==> src/rtl/btb_pkg.sv <==
// Shared types and sizes for the IF-stage branch target buffer.
package btb_pkg;

  localparam int ADDR_W  = 32;
  localparam int ENTRIES = 32;
  localparam int IDX_W   = 5;
  localparam int TAG_W   = ADDR_W - IDX_W - 2;

  typedef struct packed {
    logic              valid;
    logic [TAG_W-1:0]  tag;
    logic [ADDR_W-1:0] target;
  } btb_entry_t;

  typedef enum logic {
    IDLE  = 1'b0,
    SWEEP = 1'b1
  } btb_state_e;

endpackage

==> src/rtl/btb_entry_array.sv <==
// Direct-mapped BTB storage: async-reset valid bits, unreset tag/target.
module btb_entry_array
  import btb_pkg::*;
(
  input  logic              clk,
  input  logic              rst_n,
  input  logic [IDX_W-1:0]  i_rd_idx,
  output btb_entry_t        o_rd_entry,
  input  logic              i_we,
  input  logic [IDX_W-1:0]  i_wr_idx,
  input  logic [TAG_W-1:0]  i_wr_tag,
  input  logic [ADDR_W-1:0] i_wr_target,
  input  logic              i_clr,
  input  logic [IDX_W-1:0]  i_clr_idx
);

  logic [ENTRIES-1:0] r_valid;
  logic [TAG_W-1:0]   r_tag [ENTRIES];
  logic [ADDR_W-1:0]  r_tgt [ENTRIES];

  always_ff @(posedge clk or negedge rst_n) begin
    if (!rst_n) begin
      r_valid <= '0;
    end else begin
      if (i_clr) r_valid[i_clr_idx] <= 1'b0;
      if (i_we)  r_valid[i_wr_idx]  <= 1'b1;
    end
  end

  always_ff @(posedge clk) begin
    if (i_we) begin
      r_tag[i_wr_idx] <= i_wr_tag;
      r_tgt[i_wr_idx] <= i_wr_target;
    end
  end

  assign o_rd_entry.valid  = r_valid[i_rd_idx];
  assign o_rd_entry.tag    = r_tag[i_rd_idx];
  assign o_rd_entry.target = r_tgt[i_rd_idx];

endmodule

==> src/rtl/branch_target_buffer.sv <==
// IF-stage BTB: lookup, ID-side update, invalidate-all sweep, next_pc mux.
module branch_target_buffer
  import btb_pkg::*;
(
  input  logic              clk,
  input  logic              rst_n,
  input  logic              if_valid,
  input  logic [ADDR_W-1:0] if_pc,
  output logic              btb_hit,
  output logic [ADDR_W-1:0] btb_target,
  output logic [4:0]        branch_addr_lw_5b,
  input  logic              predict_br_taken,
  output logic [ADDR_W-1:0] next_pc,
  input  logic              upd_valid,
  input  logic              upd_stall,
  input  logic [ADDR_W-1:0] upd_pc,
  input  logic [ADDR_W-1:0] upd_target,
  input  logic              upd_taken,
  input  logic              inv_req,
  output logic              inv_busy
);

  btb_state_e       r_state;
  btb_state_e       w_state_nxt;
  logic [IDX_W-1:0] r_cnt;
  logic [IDX_W-1:0] w_cnt_nxt;
  logic             w_clr;
  logic             w_we;
  btb_entry_t       w_rd;
  logic             w_unused;

  assign w_unused = ^{if_pc[1:0], upd_pc[1:0]};

  // Hit-and-taken rewrites and miss-and-taken allocates write the same
  // fields, so only the outcome decides whether a write happens.
  assign w_we = upd_valid & ~upd_stall & upd_taken
              & (r_state == IDLE) & ~inv_req;

  btb_entry_array u_arr (
    .clk         (clk),
    .rst_n       (rst_n),
    .i_rd_idx    (if_pc[IDX_W+1:2]),
    .o_rd_entry  (w_rd),
    .i_we        (w_we),
    .i_wr_idx    (upd_pc[IDX_W+1:2]),
    .i_wr_tag    (upd_pc[ADDR_W-1:IDX_W+2]),
    .i_wr_target (upd_target),
    .i_clr       (w_clr),
    .i_clr_idx   (r_cnt)
  );

  always_ff @(posedge clk or negedge rst_n) begin
    if (!rst_n) begin
      r_state <= IDLE;
      r_cnt   <= '0;
    end else begin
      r_state <= w_state_nxt;
      r_cnt   <= w_cnt_nxt;
    end
  end

  always_comb begin
    w_state_nxt = r_state;
    w_cnt_nxt   = r_cnt;
    w_clr       = 1'b0;
    unique case (r_state)
      IDLE: begin
        if (inv_req) begin
          w_state_nxt = SWEEP;
          w_cnt_nxt   = '0;
        end
      end
      SWEEP: begin
        w_clr     = 1'b1;
        w_cnt_nxt = r_cnt + 1'b1;
        if (r_cnt == IDX_W'(ENTRIES - 1)) w_state_nxt = IDLE;
      end
      default: w_state_nxt = IDLE;
    endcase
  end

  assign inv_busy = (r_state == SWEEP);

  assign btb_hit = if_valid & ~inv_busy & w_rd.valid
                 & (w_rd.tag == if_pc[ADDR_W-1:IDX_W+2]);

  assign btb_target        = btb_hit ? w_rd.target : '0;
  assign branch_addr_lw_5b = if_pc[6:2];
  assign next_pc = (btb_hit & predict_br_taken) ? btb_target
                                                : if_pc + 32'd4;

endmodule

==> config.mk <==
export PLATFORM = sky130hd
export DESIGN_NAME = branch_target_buffer
export DESIGN_NICKNAME = d
export VERILOG_FILES = /design/src/rtl/btb_pkg.sv /design/src/rtl/btb_entry_array.sv /design/src/rtl/branch_target_buffer.sv
export SDC_FILE = /design/constraint.sdc
export NUM_CORES = 2
export LEC_CHECK = 0
export CAP_MARGIN = 25
export CELL_PAD_IN_SITES_DETAIL_PLACEMENT = 1
export CELL_PAD_IN_SITES_GLOBAL_PLACEMENT = 2
export CORE_MARGIN = 1
export CORE_UTILIZATION = 50
export DETAILED_ROUTE_END_ITERATION = 10
export GPL_TIMING_DRIVEN = 1
export PLACE_DENSITY_LB_ADDON = 0.1
export SLEW_MARGIN = 20
export SYNTH_ARGS = -nofsm -noshare
export SYNTH_HDL_FRONTEND = slang
export SYNTH_SLANG_ARGS = --single-unit
==> constraint.sdc <==
create_clock -name clk -period 7.1 [get_ports clk]
set_clock_uncertainty 0.05 [all_clocks]
set_input_delay 1.42 -clock clk [delete_from_list [all_inputs] [get_ports clk]]
set_output_delay 1.42 -clock clk [all_outputs]
set_load 0.05 [all_outputs]
==> impl_metrics.ini <==
[power]
swShare_pct = 22.03
ir_drop_v = 0.0002221
p_seq_share_pct = 51.8
internal-power_mw = 18.47
power_frac_comb_pct = 6.7
p_sw_mw = 5.219
power.total_mw = 23.69
p_leak_nw = 28.02
clkPwrFrac_pct = 41.5
p_per_area_nw_per_um2 = 274.3

[logic_synthesis]
synth_xor_xnor_area_share_pct = 0.4082
synth_top_cell_area_share_pct = 75.07
synthArstFlopShare_pct = 2.041
syn-num-nets = 3393
ys_top_cells_by_area = edfxtp_1, mux4_2, mux2i_1
synth-edff-count = 1824
synth_cell_types = 69
synth_seq_cells = 1862
synth.cells.most_frequent = edfxtp_1, mux4_2, mux2i_1
yosysWarnings = 0
synth_top_family_by_area = multiplexers
synth_compound_area_share_pct = 2.456
yosysMostFrequentCell = edfxtp_1
synth_ff_type = edfxtp_1
synthCells = 3283
synth-adder-area-share_pct = 0.1029
synthSimpleGateAreaFrac_pct = 1.995
synth_seq_area_share_pct = 76.38
netlist_area_sq_um = 72960
synth.area.mux_share_pct = 17.19
synth_top_area_cell = edfxtp_1
avgSynthCellArea_sq_um = 22.22

[critical_path]
slowest_delay_ns = 0.64
cp.required_ns = 5.63
criticalPathCategory = in -> out
cpMaxStageDelayCell = or4_4
cp-start-kind = input pin
cp_cell_sequence = buf_8 > buf_6 > buf_16 > buf_6 > mux4_2 > mux2i_1 > o211ai_1 > nand2_1 > a2111oi_4 > nand4_1 > or4_4 > clkbuf_16 > mux2i_1 > buf_12
endpoint_kind = output port
cp.arrival_ns = 5.56
critical_path_peak_fanout = 18

[cts]
clock_latency_ns = 0.82
cts_tree = built
clockBufferDepth = 3
htreeDepth = 4
cts_buffers = 190
cts.clk_slew.worst_paths_ns = 0.06
clock-sinks = 1862
clockRootBuffer = clkbuf_16

[floorplanning]
core.rowCount = 139
start_util_pct = 50.60
core_area_sq_um = 144200
fp.dieArea_sq_um = 147400
die_w_um = 384.0
ios = 175
die-height_um = 384.0

[timing]
period_minus_slack_ns = 7.028
tightest_slew_ns = 1.151
fin_hold_ws_ns = 0.4683
finalHoldViolations = 0
maxSlewHeadroom_pct = 23.24
fin_crit_sh_pct = 98.98
setup_viol_count_final = 0
fmax_mhz = 142.3
maxSlewViolCount = 0

[placed_design]
dp_hpwl_mm = 119.2
dp.cells = 5443
io_buffers = 172
gp_congestion = 0.8099

[finish]
syn_to_final_growth_pct = 18.39
nNetsFinal = 3868
fillCellCount = 11780
drive_above_1_share_pct = 29.55
final-seq-area_sq_um = 55720
stdcell_count = 5815
multi_input_area_sq_um = 16570

[route]
vias_per_cell = 6.432
ant_nets = 0
drcViolationCount = 0
wl_per_cell_um = 36.79
drt-total-wl_mm = 213.9
drt_iter0_markers = 4080
via_count = 37400
firstDrtPassIters = 7

[grt]
grtUsageTotal_pct = 29.16
overflow = 0
grt_start_max_net_pins = 93
grt_pass1_wl_mm = 296.0
antenna_found_initial = 14
grt_pass1_vias = 38730

[outcome]
status = finished, final reports clean

[flow_run]
cap_viol_max_count = 0

[min_path]
hold_class = reg -> reg
-- cells by family (layout without fill, tap and decap cells) --
| kind of cell | after synthesis | in the layout |
|---|---|---|
| xor gates and xnor gates | 34 | 34 |
| muxes | 661 | 661 |
| adders and majority gates | 6 | 6 |
| and+or+nand+nor | 269 | 269 |
| buffers and inverters | 198 | 824 |
| other | 0 | 3 |
| AOI/OAI and AO/OA | 253 | 253 |
| DFF | 1862 | 1862 |
-- registers in the layout, indices dropped and copies added, names as in the netlist --
register and flops:
u_arr.r_tgt 1024, u_arr.r_tag 800, u_arr.r_valid 32, r_cnt 5
inv_busy 1
-- per-layer routing --
metal / GRT usage (%) / up-vias / part of all wire [%]
li1: - / 14990 / -
met1: 40.54 / 20450 / 41
met2: 47.89 / 1673 / 49
met3: 5.432 / 291 / 7.8
met4: 7.334 / 6 / 2.2
met5: 0 / - / 0.018
-- layout by cell type (no fill, tap or decap), types with 16 or more instances in the layout --
cell type / synthesis / layout
bufinv_16: 0 / 17
a22o_1: 32 / 32
nand2_1: 38 / 38
buf_4: 29 / 204
xor2_1: 19 / 19
a21oi_1: 16 / 16
nand3_1: 20 / 19
o21ai_0: 74 / 74
mux4_2: 443 / 443
edfxtp_1: 1824 / 1824
o22ai_1: 18 / 18
clkinv_1: 0 / 46
nor3_1: 50 / 46
nor2_1: 52 / 20
buf_12: 5 / 113
buf_8: 0 / 28
clkbuf_1: 82 / 38
clkdlybuf4s50_1: 0 / 100
a22oi_1: 21 / 21
nor2_4: 0 / 32
mux4_1: 23 / 23
o221ai_1: 21 / 21
mux2i_1: 190 / 190
clkinv_2: 0 / 29
clkbuf_16: 0 / 195
dfrtp_1: 38 / 38
-- power groups by stage --
stage	Sequential (mW)	Combinational, mW	Clock (mW)
2_1_floorplan	12.4	0.864	0
3_3_place_gp	12.5	1.47	0
3_5_place_dp	12.5	1.54	0
4_1_cts	12.3	1.55	9.96
5_1_grt	12.3	1.68	10.3
6_report	12.3	1.59	9.84
-- metrics by stage --
| stage | cell area, sq um | setup WS, ns | util [%] | TNS [ns] |
|---|---|---|---|---|
| final | 86370 | 0.07207 | 59.91 | 0 |
| after global placement | 79450 | -0.2634 | 55.10 | -12.99 |
| after floorplan | 72960 | 0.2006 | - | 0 |
| after global routing | 86370 | -0.002757 | 59.90 | -0.002757 |
| after detailed placement | 79690 | -0.3612 | 55.27 | -17.36 |
| after CTS | 85850 | 0.008154 | 59.55 | 0 |
-- cell type report --
| cell class | instances | area share [%] |
|---|---|---|
| sequential | 1862 | 64.52 |
| multi-input combinational | 1223 | 19.18 |
| timing repair buffer | 470 | 6.471 |
| clock buffer | 234 | 5.805 |
| tap | 1903 | 2.757 |
| clock inverter | 109 | 1.208 |
| inverter | 11 | 0.05505 |
| antenna | 3 | 0.008692 |
-- final timing paths --
path                                                  from                      endpoint  slack, ns  cells past startpoint
worst max-delay path                              if_pc[2]                    next_pc[4]       0.07                     14
worst min-delay path            u_arr.r_valid[7]$_DFF_PN0_    u_arr.r_valid[7]$_DFF_PN0_       0.47                      2
worst max register to register          inv_busy$_DFF_PN0_  u_arr.r_tag[8][23]$_DFFE_PP_       3.00                      6
worst min register to register  u_arr.r_valid[7]$_DFF_PN0_    u_arr.r_valid[7]$_DFF_PN0_       0.47                      2
max in group asynchronous                            rst_n   u_arr.r_valid[10]$_DFF_PN0_       5.64                      2
min in group asynchronous                            rst_n          r_cnt[2]$_DFFE_PN0P_       0.99                      2
-- repair_timing --
| item | in CTS | in global routing |
|---|---|---|
| pin swaps | 0 | 1 |
| resized for setup | 27 | 28 |
| setup endpoints to repair | 65 | 61 |
| buffers inserted | 0 | 1 |
| hold buffers | 0 | 0 |
| endpoints found under the hold margin | 0 | 0 |
| cloned | 0 | 2 |
-- critical path: cells and delay by family --
| family | cells | cell delay [ns] |
|---|---|---|
| compound gates | 2 | 0.86 |
| buf+inv | 6 | 1.32 |
| mux | 3 | 0.69 |
| simple gates | 3 | 1.17 |
No activity file was read; power rests on OpenSTA's default activity.
